File: src/rtl/gemm_store_controller.sv
// gemm_store_controller
//
// STORE phase of the GEMM load/execute controller. On the first can_store
// cycle the C-tile descriptor is captured, the controller waits DRAIN_CYCLES
// for the systolic array to drain, then writes msize rows from the
// accumulator to memory, one row per accepted handshake.
//
// Ports:
//   clk, rst                 clock, synchronous active-low reset
//   can_store                start request from the load/execute controller
//   tile_C_addr/stride       C tile row-0 address and row pitch (bytes)
//   msize, nsize             rows to store, row length in elements
//   accum_ready              accumulator has a result row available
//   accum_rd_en              pop one accumulator row
//   gen_addr_store           load next_row_addr_store into the address gen
//   next_row_addr_store      row address for the address generator
//   interface_en_store       memory interface request
//   interface_rdwr_store     1 = write
//   interface_control_store  transfer length (captured nsize)
//   done_store               last row written this cycle
//   busy                     controller not idle
module gemm_store_controller #(
    parameter int DRAIN_CYCLES = 16,
    parameter int ADDR_W       = 32
) (
    input  logic              clk,
    input  logic              rst,
    input  logic              can_store,
    input  logic [ADDR_W-1:0] tile_C_addr,
    input  logic [ADDR_W-1:0] tile_C_stride,
    input  logic [4:0]        msize,
    input  logic [4:0]        nsize,
    input  logic              accum_ready,
    output logic              accum_rd_en,
    output logic              gen_addr_store,
    output logic [ADDR_W-1:0] next_row_addr_store,
    output logic              interface_en_store,
    output logic              interface_rdwr_store,
    output logic [4:0]        interface_control_store,
    output logic              done_store,
    output logic              busy
);

    localparam int DRAIN_W = (DRAIN_CYCLES > 1) ? $clog2(DRAIN_CYCLES) : 1;
    // Terminal drain count; unused when there is no drain phase.
    localparam int DRAIN_LAST_I = (DRAIN_CYCLES > 0) ? DRAIN_CYCLES - 1 : 0;
    localparam logic [DRAIN_W-1:0] DRAIN_LAST = DRAIN_W'(DRAIN_LAST_I);

    typedef enum logic [1:0] {
        S_IDLE  = 2'd0,
        S_DRAIN = 2'd1,
        S_WRITE = 2'd2
    } state_t;

    state_t              state_q, state_d;
    logic [4:0]          msize_q, msize_d;
    logic [4:0]          nsize_q, nsize_d;
    logic [ADDR_W-1:0]   stride_q, stride_d;
    logic [ADDR_W-1:0]   row_addr_q, row_addr_d;
    logic [4:0]          row_cnt_q, row_cnt_d;
    logic [DRAIN_W-1:0]  drain_cnt_q, drain_cnt_d;
    logic [ADDR_W-1:0]   next_addr;

    // Address of the following row; wraps modulo 2^ADDR_W.
    assign next_addr = row_addr_q + stride_q;

    always_ff @(posedge clk) begin
        if (!rst) begin
            state_q     <= S_IDLE;
            msize_q     <= '0;
            nsize_q     <= '0;
            stride_q    <= '0;
            row_addr_q  <= '0;
            row_cnt_q   <= '0;
            drain_cnt_q <= '0;
        end else begin
            state_q     <= state_d;
            msize_q     <= msize_d;
            nsize_q     <= nsize_d;
            stride_q    <= stride_d;
            row_addr_q  <= row_addr_d;
            row_cnt_q   <= row_cnt_d;
            drain_cnt_q <= drain_cnt_d;
        end
    end

    always_comb begin
        state_d     = state_q;
        msize_d     = msize_q;
        nsize_d     = nsize_q;
        stride_d    = stride_q;
        row_addr_d  = row_addr_q;
        row_cnt_d   = row_cnt_q;
        drain_cnt_d = drain_cnt_q;

        accum_rd_en             = 1'b0;
        gen_addr_store          = 1'b0;
        next_row_addr_store     = row_addr_q;
        interface_en_store      = 1'b0;
        interface_rdwr_store    = 1'b0;
        interface_control_store = 5'd0;
        done_store              = 1'b0;
        busy                    = (state_q != S_IDLE);

        case (state_q)
            S_IDLE: begin
                if (can_store) begin
                    // Zero-latency preload: the upstream controller forwards
                    // this address to the generator in the start cycle.
                    gen_addr_store      = 1'b1;
                    next_row_addr_store = tile_C_addr;
                    msize_d             = msize;
                    nsize_d             = nsize;
                    stride_d            = tile_C_stride;
                    row_addr_d          = tile_C_addr;
                    row_cnt_d           = 5'd0;
                    drain_cnt_d         = '0;
                    if (DRAIN_CYCLES == 0) begin
                        state_d = S_WRITE;
                    end else begin
                        state_d = S_DRAIN;
                    end
                end
            end
            S_DRAIN: begin
                drain_cnt_d = drain_cnt_q + DRAIN_W'(1);
                if (drain_cnt_q == DRAIN_LAST) begin
                    state_d = S_WRITE;
                end
            end
            S_WRITE: begin
                if (msize_q == 5'd0) begin
                    // Empty tile: finish immediately without touching memory.
                    done_store = 1'b1;
                    state_d    = S_IDLE;
                end else if (accum_ready) begin
                    accum_rd_en             = 1'b1;
                    interface_en_store      = 1'b1;
                    interface_rdwr_store    = 1'b1;
                    interface_control_store = nsize_q;
                    if (row_cnt_q == msize_q - 5'd1) begin
                        done_store = 1'b1;
                        state_d    = S_IDLE;
                    end else begin
                        // Preload the generator for the row after this one.
                        row_cnt_d           = row_cnt_q + 5'd1;
                        row_addr_d          = next_addr;
                        gen_addr_store      = 1'b1;
                        next_row_addr_store = next_addr;
                    end
                end
            end
            default: begin
                state_d = S_IDLE;
            end
        endcase

        // Reset blanks every output in the same cycle it is asserted.
        if (!rst) begin
            accum_rd_en             = 1'b0;
            gen_addr_store          = 1'b0;
            next_row_addr_store     = '0;
            interface_en_store      = 1'b0;
            interface_rdwr_store    = 1'b0;
            interface_control_store = 5'd0;
            done_store              = 1'b0;
            busy                    = 1'b0;
        end
    end

endmodule

File: config.mk
export PLATFORM = sky130hd
export DESIGN_NAME = gemm_store_controller
export DESIGN_NICKNAME = d
export VERILOG_FILES = /design/src/rtl/gemm_store_controller.sv
export SDC_FILE = /design/constraint.sdc
export NUM_CORES = 1
export LEC_CHECK = 0
export ABC_AREA = 0
export CAP_MARGIN = 20
export CORE_AREA = 2 2 104 106
export CTS_CLUSTER_DIAMETER = 30
export DETAILED_ROUTE_END_ITERATION = 12
export DIE_AREA = 0 0 106 108
export PLACE_DENSITY_LB_ADDON = 0.08
export SETUP_SLACK_MARGIN = 0.2
export SLEW_MARGIN = 10
export SYNTH_ARGS = -nofsm -noshare
export SYNTH_HDL_FRONTEND = slang
export SYNTH_SLANG_ARGS = --single-unit
File: constraint.sdc
create_clock -name clk -period 6.24 [get_ports clk]
set_input_delay 0.936 -clock clk [delete_from_list [all_inputs] [get_ports clk]]
set_output_delay 0.936 -clock clk [all_outputs]
set_load 0.005 [all_outputs]
* After elaboration in Yosys (flattened, before gate mapping)
Index checks and enable logic that the tools add are counted.
** Word-level totals
- Flip-flop bits (word level) :: 85
- Input bits :: 78
- Output and inout bits :: 43
- Word-level logic and storage cells :: 70
** Operators by class
- $add $sub $neg :: 4
- Equality and inequality tests :: 11
- Mux-type cells :: 39
- Reductions and logical operators :: 9
** Operators by type and width (number)
- $mux 32 :: 5
- $pmux 32 s2 :: 1
- $mux 5 :: 8
- $add 32x32->32 :: 1
- $mux 1 :: 15
- $mux 2 :: 5
- $ne 2x2->1 const B :: 5
- $pmux 5 s2 :: 1
- $pmux 4 s2 :: 1
- $ne 3x3->1 const B :: 2
- $pmux 2 s3 :: 1
- $reduce_bool 2->1 :: 3
- $add 5x1->5 const B :: 1
- $eq 5x5->1 :: 1
- $logic_not 5->1 :: 1
- $reduce_and 5->1 :: 1
- $sub 5x1->5 const B :: 1
- $add 4x1->4 const B :: 1
- $eq 4x4->1 const B :: 1
- $mux 4 :: 1
- $reduce_and 2->1 :: 2
- $reduce_and 4->1 :: 1
- $eq 2x1->1 const B :: 1
- $eq 2x2->1 const B :: 1
- other kinds (2) :: 2

* Longest topological paths before layout
Gate-level depths: netlist (run 1).
- Depth after elaboration :: 7
- Gate-level depth with buffers :: 13
- Gate-level depth less buffers :: 12

* Worst setup path after synthesis (run 1)
Ideal clock, no wire load.
- Path type :: register to output
- Start point :: register row_addr_q[0]
- End point :: output port next_row_addr_store[30]
- Data arrival time :: 2.538 ns
- Data required time :: 5.304 ns
- Setup slack :: 2.766 ns
- Stages on the path, launching flop included :: 12
- Path buffers :: 0
- Cells stage by stage :: dfxtp_1 > ha_1 > inv_1 > fa_1 > nor2b_1 > o31ai_2 > a21oi_2 > a31o_2 > a21oi_1 > o31a_1 > o31a_1 > o211ai_1
** On the way
- Word-level cells in the longest chain between the ends :: 6
** RTL lines
- from (decl) :: RTL line 59 : logic [ADDR_W-1:0] row_addr_q, row_addr_d;
- from (signal assigned) :: RTL line 81 : row_addr_q <= row_addr_d;
- $add 32x32->32 :: RTL line 65 : assign next_addr = row_addr_q + stride_q;
- $mux 32 :: RTL line 141 : if (row_cnt_q == msize_q - 5'd1) begin
- $mux 32 :: RTL line 136 : end else if (accum_ready) begin
- $mux 32 :: RTL line 132 : if (msize_q == 5'd0) begin
- $pmux 32 s2 :: RTL line 105 : case (state_q)
- $mux 32
- to (decl) :: RTL line 36 : output logic [ADDR_W-1:0] next_row_addr_store,
No other way between the ends.

* Worst setup path in the final report (run 1)
- Start point :: register row_addr_q[0]
- End point :: output port next_row_addr_store[20]
Same word-level chain as after synthesis.

==> results.json, run 1 <==
{
  "cts_buffers": 9,
  "worstSetupPathType": "reg2out",
  "routed_wl_um": 15800,
  "dp.cells": 941,
  "hold_viol": 0,
  "synth_flop_cell": "dfxtp_1",
  "p_comb_share_pct": 23.7,
  "ys_ff_latch": 85,
  "max_slew_margin_pct": 29.5,
  "yosysSeqAreaShare_pct": 30.3,
  "synth-compound-area-share_pct": 29.6,
  "die_w_um": 106,
  "fin_nets": 929,
  "synth_edf_count": 0,
  "p_sw_share_pct": 28.5,
  "synthAdderAreaFrac_pct": 7.92,
  "grt_setup_unrepaired": "no",
  "first_pass_iters": 5,
  "io_pins": 121,
  "required_ps": 5300,
  "grt_pass1_wl_um": 25700,
  "synth_area_leader_cell": "dfxtp_1",
  "synth_simple_gate_area_share_pct": 21.2,
  "critical_path.max_stage_delay_ps": 600,
  "synth_largest_type_area_fraction_pct": 30.3,
  "ir_worst_vdd_mv": 0.138,
  "cts_resized": 0,
  "synth_top_family_by_area": "compound AO/OA/AOI/OAI gates",
  "synth.most_common_cell": "nand2_1",
  "core_sq_mm": 0.0102,
  "path_clk_slew_ps": 90,
  "synth_nets": 832,
  "endpoint_kind": "primary output",
  "synth_warnings": 0,
  "avgSynthCellArea_sq_um": 7.82,
  "stdcell_count": 957,
  "antenna_found_initial": 0,
  "fmax_ghz": 0.198,
  "cts_setup_buffers": 0,
  "arrival_ps": 4110,
  "cp_slowest_cell": "clkdlybuf4s50_1",
  "fp-row-count": 37,
  "pwr-share-seq_pct": 42.4,
  "setup_viol": 0,
  "place_ws_ps": 1650,
  "powerDensity_mw_per_mm2": 200,
  "final_core_util_pct": 69.5,
  "tns_ps": 0,
  "critPathMaxFanout": 5,
  "hold_buffers": 0,
  "synth_area_sq_mm": 0.00562,
  "cts_buffer_depth": 2,
  "final.setup_skew_ps": 13.5,
  "gp_congestion": 0.984,
  "drive_gt1_share_pct": 4.87,
  "cts_tree": "built",
  "p_clk_share_pct": 33.8,
  "synthXorXnorAreaFrac_pct": 4.98,
  "hold_path.class": "reg2reg",
  "io_buffers": 120,
  "fp.dieH_um": 108,
  "htreeDepth": 3,
  "clk_latency_ps": 380,
  "worstMarginPinSlew_ps": 1060,
  "cp_common_cell": "a31oi_1",
  "syn2layout_area_growth_pct": 26.5,
  "min_period_ps": 5050,
  "drc": 0,
  "finalPower_mw": 1.42,
  "initial_core_util_pct": 55.0,
  "cap_viol_max_count": 0,
  "die_area_sq_mm": 0.0114,
  "yosys-top-cells-count": "130 x nand2_1, 85 x dfxtp_1, 50 x a21oi_1",
  "final.setup.worst_slack_ps": 1190,
  "clock_sink_count": 85,
  "synthArstFlopShare_pct": 0,
  "status": "finished, final reports clean",
  "antenna_cells": 0,
  "synth_mux_area_share_pct": 1.96,
  "worst_setup_path_start_kind": "flop",
  "min_period_over_period_pct": 80.9,
  "power.net_switching_mw": 0.406,
  "overflow": 0,
  "grt_max_degree": 69,
  "route.antenna.remaining_nets": 0,
  "grt_pass1_vias": 5393,
  "hpwl_um": 11200,
  "p_leak_nw": 2.75,
  "vias": 5633,
  "yosys-top-cells-area": "dfxtp_1 30%, nand2_1 8.7%, ha_1 7.6%",
  "drt_iter0_drc": 283,
  "wl_per_cell_um": 16.5,
  "grtUsageTotal_pct": 27.8,
  "cts_root_buffer": "clkbuf_8",
  "slew_viol_final": 0,
  "p_int_mw": 1.02,
  "synth_cells": 719,
  "via_per_inst": 5.89,
  "synth.distinct_cells": 58,
  "crit_chain": "ha_1, inv_1, fa_1, nor2b_1, o31ai_2, a21oi_2, a31oi_1, o21ai_0, a31oi_1, xnor2_1, mux2i_1, a221oi_1, clkdlybuf4s50_1"
}
per-layer routing:
layer,track usage [%],part of all wire [%]
met1,34.3,44
met3,4.40,4.9
met5,0,0
met2,49.3,49
met4,9.59,2.0
cells by family after synthesis:
group | count (synthesis)
and+or+nand+nor | 255
buffers and inverters | 55
adders and majority gates | 35
AOI/OAI and AO/OA | 246
xor gates and xnor gates | 32
muxes | 11
DFF | 85
flip-flops by register name, summed over array words and instances, names as in the netlist:
signal / count
row_cnt_q: 5
msize_q: 5
drain_cnt_q: 4
state_q: 2
nsize_q: 5
stride_q: 32
row_addr_q: 32
through the flow:
step                cell area [sq um]  hold slack, ps
floorplan                        5620             439
global placement                 6880             448
detailed placement               6880             458
CTS                              7120             470
global route                     7120             486
finish                           7120             469
cell usage in the layout (no fill, tap or decap), types with 4 or more instances in the layout:
cell,Yosys,final
nor2b_1,30,30
nor3_1,8,8
and3_1,7,7
a221oi_1,13,13
nand3_1,13,13
o22ai_1,14,14
and2_1,11,11
clkbuf_8,0,10
nand4_1,7,7
a311oi_1,5,5
nand2_1,130,130
a211oi_1,12,12
a21o_1,15,15
a31oi_1,9,9
dfxtp_1,85,85
ha_1,34,34
nand2b_1,5,5
o21ai_0,43,43
mux2i_1,11,11
inv_1,11,11
a21oi_1,50,50
or3_1,6,6
o22a_1,5,5
clkdlybuf4s50_1,0,119
a21boi_0,43,43
nor2_1,30,29
o221ai_1,4,4
buf_4,3,9
xnor2_1,22,22
o21ai_1,5,5
xor2_1,10,10
worst paths after layout:
kind	depth (start not counted)	slack, ps	start	end
worst min-delay path	2	470	nsize_q[0]	nsize_q[0]
worst min register to register	2	470	nsize_q[0]	nsize_q[0]
worst max register to register	12	2960	row_addr_q[0]	row_addr_q[20]
worst max-delay path	13	1190	row_addr_q[0]	next_row_addr_store[20]
worst max-delay path, delay by kind of cell (launching register included):
| family | cells | cell delay, ps |
|---|---|---|
| AO/OA/AOI/OAI | 6 | 1570 |
| XOR/XNOR | 1 | 180 |
| adder cells (fa/ha/maj) | 2 | 650 |
| buffers and inverters | 2 | 680 |
| flip-flops | 1 | 390 |
| multiplexers | 1 | 90 |
| AND/OR/NAND/NOR | 1 | 190 |
cell type report:
class                           count  area, sq um
Clock buffer                       12          145
Clock inverter                      4         95.1
Fill cell                         847         3120
Inverter                           12         45.0
Multi-Input combinational cell    579         3690
Sequential cell                    85         1700
Tap cell                          136          170
Timing Repair Buffer              129         1260
power groups by stage:
stage / Clock (mW) / Combinational [mW] / Sequential [mW]
after detailed placement: 0 / 0.333 / 0.616
after CTS: 0.489 / 0.336 / 0.603
after floorplan: 0 / 0.211 / 0.604
after global routing: 0.513 / 0.372 / 0.608
after global placement: 0 / 0.323 / 0.615
final: 0.482 / 0.338 / 0.604
(Power assumes the default switching activity.)
==> run 2, diff against run 1 <==
--- a/config.mk
+++ b/config.mk
@@ -7,10 +7,10 @@
 export LEC_CHECK = 0
 export ABC_AREA = 0
 export CAP_MARGIN = 20
-export CORE_AREA = 2 2 104 106
+export CORE_AREA = 2 2 113 115
 export CTS_CLUSTER_DIAMETER = 30
 export DETAILED_ROUTE_END_ITERATION = 12
-export DIE_AREA = 0 0 106 108
+export DIE_AREA = 0 0 115 117
 export PLACE_DENSITY_LB_ADDON = 0.08
 export SETUP_SLACK_MARGIN = 0.2
 export SLEW_MARGIN = 10
==> constraint.sdc (replaced) <==
create_clock -name clk -period 4.3 [get_ports clk]
set_input_delay 0.645 -clock clk [delete_from_list [all_inputs] [get_ports clk]]
set_output_delay 0.645 -clock clk [all_outputs]
set_load 0.005 [all_outputs]
==> results.json, run 2 (synthesis gave the netlist of run 1 again) <==
{
  "status": "finished, final reports clean",
  "overflow": 0,
  "cts_buffers": 9,
  "r2r_start": "row_addr_q[0]",
  "htreeDepth": 3,
  "worst_setup_path_start_kind": "flop",
  "mostFrequentLayoutCells": "130 x nand2_1, 115 x clkdlybuf4s50_1, 82 x dfxtp_1, 48 x a21oi_1, 43 x a21boi_0",
  "fin_nets": 951,
  "drt_iter0_drc": 248,
  "io_pins": 121,
  "powerDensity_mw_per_mm2": 296,
  "wl_per_cell_um": 16.7,
  "hold_buffers": 0,
  "endpoint": "next_row_addr_store[31]",
  "regToRegEndpoint": "row_addr_q[30]",
  "fmax_ghz": 0.244,
  "top_regs": "row_addr_q: 32 flops, stride_q: 32 flops",
  "startpoint": "row_addr_q[4]",
  "clk_latency_ps": 350,
  "cap_viol_max_count": 0,
  "endpoint_kind": "primary output",
  "arrival_ps": 3450,
  "via_per_inst": 5.69,
  "setup_viol": 0,
  "hold_viol": 0,
  "fillers": 1133,
  "stdcell_count": 993,
  "vias": 5650,
  "dpl_cell_area_sq_mm": 0.00697,
  "grtUsageTotal_pct": 24.6,
  "fp.dieH_um": 117,
  "clock_sink_count": 85,
  "grt_pass1_wl_um": 26300,
  "cts_root_buffer": "clkbuf_16",
  "final_common_cell": "nand2_1",
  "cts_tree": "built",
  "first_pass_iters": 4,
  "fp-row-count": 41,
  "critPathMaxFanout": 4,
  "route.antenna.remaining_nets": 0,
  "cts_buffer_depth": 2,
  "dp.cells": 964,
  "min_period_over_period_pct": 95.3,
  "io_buffers": 120,
  "required_ps": 3650,
  "antenna_found_initial": 0,
  "drive_gt1_share_pct": 9.96,
  "core_sq_mm": 0.0123,
  "fin_area_sq_mm": 0.00752,
  "worstSetupPathType": "reg2out",
  "final.setup.worst_slack_ps": 200,
  "initial_core_util_pct": 45.7,
  "worstMarginPinSlew_ps": 542,
  "grt_setup_unrepaired": "yes",
  "drc": 0,
  "multi_input_area_sq_mm": 0.00382,
  "hold_path.class": "reg2reg",
  "hold-worst-slack_ps": 463,
  "grt_max_degree": 43,
  "min_period_ps": 4100,
  "routed_wl_um": 16600,
  "final.setup_skew_ps": 9.06,
  "place_ws_ps": 288,
  "layout.area.seq_sq_mm": 0.00171,
  "antenna_cells": 0,
  "tns_ps": 0,
  "slew_viol_final": 0,
  "max_slew_margin_pct": 63.5,
  "hpwl_um": 12000,
  "syn2layout_area_growth_pct": 33.7,
  "gp_congestion": 0.908,
  "r2r_cells": 13,
  "r2r_slack_ps": 1570,
  "grt_pass1_vias": 5308,
  "ir_worst_vdd_mv": 0.247,
  "p_leak_nw": 2.97,
  "path_clk_slew_ps": 60,
  "die_area_sq_mm": 0.0135,
  "die_w_um": 115
}
[run 2: repair_timing]
| action | 4_1_cts | 5_1_grt |
|---|---|---|
| setup endpoints to repair | 14 | 25 |
| pin swaps | 5 | 12 |
| gates resized for setup | 7 | 32 |
| setup buffers | 4 | 9 |
[run 2: metal layers]
metal | wire length (um) | share of wire [%] | up-vias | global-route usage (%)
li1 | - | - | 2826 | -
met1 | 7650 | 46 | 2661 | 32.5
met3 | 745 | 4.5 | 25 | 5.56
met4 | 294 | 1.8 | 0 | 6.35
met5 | 0 | 0 | - | 0
met2 | 7900 | 48 | 138 | 40.8
[run 2: worst min path at each step]
| stage | cells past startpoint | slack (ps) | start | endpoint |
|---|---|---|---|---|
| CTS | 2 | 470 | nsize_q[4] | nsize_q[4] |
| global route | 2 | 490 | nsize_q[4] | nsize_q[4] |
| global placement | 2 | 450 | nsize_q[4] | nsize_q[4] |
| finish | 2 | 460 | nsize_q[4] | nsize_q[4] |
| floorplan | 2 | 440 | nsize_q[0] | nsize_q[0] |
| detailed placement | 2 | 460 | nsize_q[1] | nsize_q[1] |
[run 2: area by class of cell]
class                      instances  area share [%]
multi-input combinational        579            50.8
tap                              150            2.50
timing repair buffer             151            19.4
sequential                        85            22.7
clock inverter                     5           0.998
clock buffer                      11            3.09
inverter                          12           0.599
[run 2: worst max-delay path: stages (launching register included)]
cell             delay [ps]
dfxtp_1                 340
ha_1                    340
a21oi_1                 260
o211ai_2                160
a41oi_4                 300
nor3_2                  100
o21ai_1                 150
a31oi_1                 120
or3_1                   350
a311o_1                 320
and3_1                  180
clkdlybuf4s50_1         500
[run 2: through the flow]
stage | total power [mW] | utilization [%]
5_1_grt | 2.34 | 61.1
3_3_place_gp | 1.38 | 56.6
6_report | 2.22 | 61.1
4_1_cts | 2.23 | 59.5
2_1_floorplan | 1.18 | -
3_5_place_dp | 1.39 | 56.6
[run 2: where the power goes]
part | total (mW) | internal [mW] | switching, mW
registers | 0.874 | 0.834 | 0.0402
clock network | 0.827 | 0.506 | 0.321
logic | 0.522 | 0.260 | 0.262
